## config.mk

```make
export PLATFORM = sky130hd
export DESIGN_NAME = perceptron_infer
export DESIGN_NICKNAME = d
export VERILOG_FILES = /design/src/rtl/perceptron_infer.sv
export SDC_FILE = /design/constraint.sdc
export NUM_CORES = 1
export LEC_CHECK = 0
export ABC_AREA = 1
export BUFFER_PORTS_ARGS = -buffer_cell sky130_fd_sc_hd__buf_4
export CAP_MARGIN = 10
export CORE_AREA = 2 2 120 122
export DETAILED_ROUTE_END_ITERATION = 10
export DIE_AREA = 0 0 122 124
export HOLD_SLACK_MARGIN = 0.05
export MAX_ROUTING_LAYER = met4
export PLACE_DENSITY = 0.77
export SKIP_LAST_GASP = 1
export SLEW_MARGIN = 20
export SYNTH_ARGS = -nofsm -noshare
export SYNTH_HDL_FRONTEND = slang
export SYNTH_SLANG_ARGS = --single-unit
```

## constraint.sdc

```tcl
create_clock -name clk -period 8.4 [get_ports clk]
set_input_delay 2.52 -clock clk [delete_from_list [all_inputs] [get_ports clk]]
set_output_delay 2.52 -clock clk [all_outputs]
set_load 0.01 [all_outputs]
```

## src/rtl/perceptron_infer.sv

```systemverilog
// Perceptron inference: loadable weights/bias, one signed MAC per feature beat,
// step-activation class and raw score returned over a valid/ready handshake.
module perceptron_infer #(
    parameter int unsigned INP_DIM = 2,
    parameter int unsigned DATA_W  = 8,
    parameter int unsigned ACC_W   = 20,
    parameter int unsigned CNT_W   = 16,
    localparam int unsigned AW     = $clog2(INP_DIM + 1)
) (
    input  logic                     clk,
    input  logic                     rst_n,
    input  logic                     w_wr_en,
    input  logic [AW-1:0]            w_wr_addr,
    input  logic signed [DATA_W-1:0] w_wr_data,
    input  logic                     s_valid,
    output logic                     s_ready,
    input  logic signed [DATA_W-1:0] s_data,
    output logic                     y_valid,
    input  logic                     y_ready,
    output logic                     y_class,
    output logic signed [ACC_W-1:0]  y_score,
    output logic                     busy,
    output logic [CNT_W-1:0]         sample_cnt
);

    localparam int unsigned IW = (INP_DIM > 1) ? $clog2(INP_DIM) : 1;
    // Weight array rounded up to a power of two so r_idx always selects in range.
    localparam int unsigned NW = 1 << IW;
    localparam int unsigned PW = 2 * DATA_W;

    typedef enum logic {StAccum, StHold} state_e;

    state_e                     r_state;
    state_e                     w_state_next;
    logic signed [DATA_W-1:0]   r_w [NW];
    logic signed [DATA_W-1:0]   r_bias;
    logic signed [ACC_W-1:0]    r_acc;
    logic signed [ACC_W-1:0]    r_score;
    logic                       r_class;
    logic [IW-1:0]              r_idx;
    logic [CNT_W-1:0]           r_cnt;

    logic                       w_beat;
    logic                       w_last;
    logic                       w_done;
    logic signed [PW-1:0]       w_prod;
    logic signed [ACC_W-1:0]    w_base;
    logic signed [ACC_W-1:0]    w_sum;

    assign w_beat = s_valid && (r_state == StAccum);
    assign w_last = (r_idx == IW'(INP_DIM - 1));
    assign w_done = (r_state == StHold) && y_ready;
    assign w_prod = PW'(s_data) * PW'(r_w[r_idx]);
    assign w_base = (r_idx == '0) ? ACC_W'(r_bias) : r_acc;
    assign w_sum  = w_base + ACC_W'(w_prod);

    always_comb begin
        w_state_next = r_state;
        unique case (r_state)
            StAccum: if (w_beat && w_last) w_state_next = StHold;
            StHold:  if (y_ready)          w_state_next = StAccum;
        endcase
    end

    always_ff @(posedge clk) begin
        if (!rst_n) begin
            r_state <= StAccum;
        end else begin
            r_state <= w_state_next;
        end
    end

    // Weight writes land at the edge, so a same-cycle MAC still sees the old value.
    always_ff @(posedge clk) begin
        if (!rst_n) begin
            for (int k = 0; k < NW; k++) r_w[k] <= '0;
            r_bias <= '0;
        end else if (w_wr_en) begin
            for (int k = 0; k < INP_DIM; k++) begin
                if (w_wr_addr == AW'(k)) r_w[k] <= w_wr_data;
            end
            if (w_wr_addr == AW'(INP_DIM)) r_bias <= w_wr_data;
        end
    end

    always_ff @(posedge clk) begin
        if (!rst_n) begin
            r_acc   <= '0;
            r_idx   <= '0;
            r_score <= '0;
            r_class <= 1'b0;
            r_cnt   <= '0;
        end else begin
            if (w_beat) begin
                if (w_last) begin
                    r_score <= w_sum;
                    r_class <= !w_sum[ACC_W-1] && (w_sum != '0);
                    r_idx   <= '0;
                end else begin
                    r_acc <= w_sum;
                    r_idx <= r_idx + 1'b1;
                end
            end
            if (w_done) r_cnt <= r_cnt + 1'b1;
        end
    end

    assign s_ready    = (r_state == StAccum);
    assign y_valid    = (r_state == StHold);
    assign y_class    = r_class;
    assign y_score    = r_score;
    assign busy       = (r_idx != '0) || (r_state == StHold);
    assign sample_cnt = r_cnt;

endmodule

```

==> summary.txt <==
Outcome
  – Run status: finished clean

Run
  – MaxCap Viol Count: 0

Clocking
  – Post-CTS sizing: 0
  – Post-CTS Setup Bufs: 0
  – CTS buffer count: 9
  – Clock-pin slew on the worst setup and hold paths: 0.07 ns
  – Skew-Pair Late Insertion Delay: 0.34 ns
  – Root Driver: clkbuf_16
  – Post-CTS Hold Buffers: 0
  – Clock sinks: 84
  – Maximum clock path buffer count: 2
  – CTS tree: yes
  – H-Tree Depth: 3

Die
  – Die width: 122 µm
  – Starting Density: 0.536
  – IO Pins: 63
  – Die area: 15100 µm²
  – Chip Height: 124 µm
  – Row cnt: 43
  – Core area: 13700 µm²

Layout
  – Share of layout cells above drive strength 1: 0.107
  – Fin cells: 1162
  – Layout fillers: 1220
  – P&R area growth vs syn: 12.5%
  – Final net count: 1137
  – Commonest cells after routing, fill and taps aside: inv_1 (212), nand2_1 (155), nor2_1 (98), fa_1 (88)
  – Final core occ: 0.603
  – FF/Latch Area: 1840 µm²
  – Multi-input logic area: 4590 µm²
  – Ant diodes: 0
  – Most common cell after layout, fill and taps aside: inv_1

Worst setup path
  – Depth of the most critical reg-to-reg path: 23
  – Critical path class: in -> reg
  – Flop2flop setup slack: 2.52 ns
  – Critical Path End Type: register
  – Critical path required time: 8.60 ns
  – Critical Path Fanout Max: 12
  – Worst setup path startpoint: s_data[7]
  – Worst R2R End: y_class$_SDFFE_PN0P_
  – CP Launch Type: primary input
  – Worst EP arrival: 7.47 ns

Global routing
  – Gr ovfl total: 0
  – First-pass GRT wire length: 26900 µm
  – Overall Global Routing Usage: 0.233
  – Initial antenna violation count: 0
  – Largest net degree at the start of global routing: 60
  – Vias in the first global route: 5658

Placement
  – DP Cell Count: 1146
  – Final Wtd Congestion: 0.918
  – Detailed Place HPWL: 12900 µm
  – Port Buffers: 62

Drt
  – ANT nets after route: 0
  – DRC: 0
  – Initial DRC Count: 300
  – Vias per cell: 5.04
  – WL per Instance: 13.6 µm
  – Routed wire length: 15800 µm
  – Initial DRT Pass Iterations: 5
  – Vias: 5853

Timing
  – Clk_skew: 0.0147 ns
  – Slew HR: 0.482
  – TNS Setup: 0 ns
  – Final period util: 0.865
  – Max Freq: 138 MHz
  – Final hold vios: 0
  – Final setup viols: 0
  – Slew Limit Fails: 0
  – Worst slew pin tran: 0.756 ns
  – Minimum clock period: 7.26 ns
  – Unrepaired setup endpoints after global routing: false

Hold path
  – Hold_sp: sample_cnt[15]$_SDFFE_PN0P_
  – Hold Path Sink: sample_cnt[15]$_SDFFE_PN0P_
  – Worst Hold Depth: 2
  – HP Class: reg -> reg

Logic synthesis
  – Yosys cell types: 43
  – EDFF count, synth: 16
  – Sequential share of the synthesized area: 0.251
  – Synth Flop Type: dfxtp_1
  – Synth Instances: 918
  – Syn nets: 1078
  – Ys async rst share: 0
  – Flops & latches, synth: 84
  – Mapped Area: 7350 µm²
  – Ys Warns: 0
  – Average size of a mapped cell: 8.00 µm²
==> stage by stage <==
| stage | hold WS (ns) | cell area [µm²] | setup slack [ns] |
|---|---|---|---|
| floorplan | 0.444 | 7350 | 1.38 |
| global placement | 0.457 | 7990 | 0.864 |
| detailed placement | 0.466 | 7990 | 0.781 |
| CTS | 0.479 | 8260 | 1.11 |
| global route | 0.494 | 8270 | 0.767 |
| finish | 0.475 | 8270 | 1.14 |
==> sequential cells by signal, summed over array words and instances, names as in the netlist, named ones only <==
name,flops
r_idx,1
r_w,16
y_class,1
sample_cnt,16
y_score,20
r_bias,8
y_valid,1
r_acc,20
==> worst max-delay path, stage by stage <==
cell	delay (ns)
buf_4	0.11
inv_1	0.15
nor2_1	0.09
inv_1	0.57
fa_1	0.53
inv_1	0.09
fa_1	0.43
fa_1	0.47
fa_1	0.59
fa_1	0.44
ha_1	0.39
nand2_1	0.07
nor2_1	0.14
nand2_1	0.08
nand3_1	0.11
nand2_1	0.09
nand2_1	0.07
nand2_1	0.04
nand2_1	0.15
nand2_1	0.07
nor2_1	0.09
nand3_1	0.08
nand2_1	0.06
a21oi_1	0.05
==> cells in the mapped netlist, types with 8 or more instances <==
cell type,number,share of area
a21oi_1,39,0.027
clkbuf_1,16,0.0082
dfxtp_1,68,0.19
edfxtp_1,16,0.065
fa_1,88,0.24
ha_1,49,0.083
inv_1,212,0.11
nand2_1,155,0.079
nand3_1,21,0.014
nor2_1,98,0.050
nor3_1,8,0.0054
o211ai_1,20,0.020
o21ai_0,55,0.037
o21ai_1,8,0.0054
==> layout make-up <==
type | count | share of cell area
multi-input cells | 594 | 0.555
flip-flops and latches | 84 | 0.223
inverters | 220 | 0.0999
repair buffers | 68 | 0.0618
clock buffers | 10 | 0.0277
well taps | 180 | 0.0272
clock inverters | 6 | 0.00575
==> cell families after synthesis <==
group | count (synthesis) | synth area share
buf+inv | 240 | 0.125
mux | 7 | 0.00954
simple gates | 307 | 0.172
flops | 84 | 0.251
compound gates | 131 | 0.102
xor+xnor | 12 | 0.0169
fa+ha+maj | 137 | 0.323
==> worst max-delay path by stage <==
stage / end / slack, ns / cells after the start
after floorplan: y_class$_SDFFE_PN0P_ / 1.38 / 23
after detailed placement: y_class$_SDFFE_PN0P_ / 0.78 / 24
after global placement: y_class$_SDFFE_PN0P_ / 0.86 / 24
after CTS: y_class$_SDFFE_PN0P_ / 1.11 / 24
after global routing: y_class$_SDFFE_PN0P_ / 0.77 / 24
final: y_class$_SDFFE_PN0P_ / 1.14 / 24
==> per-layer routing <==
| metal | global-route usage | vias to the layer above | routed length (µm) |
|---|---|---|---|
| met4 | 0.0603 | 0 | 301 |
| met5 | - | - | 0 |
| met1 | 0.328 | 2744 | 7660 |
| met3 | 0.0325 | 23 | 718 |
| li1 | - | 2930 | - |
| met2 | 0.357 | 156 | 7100 |
Power is left out: the tool's default activity adds up to more than one toggle a clock period on the data nets, which glitch-free logic cannot reach.
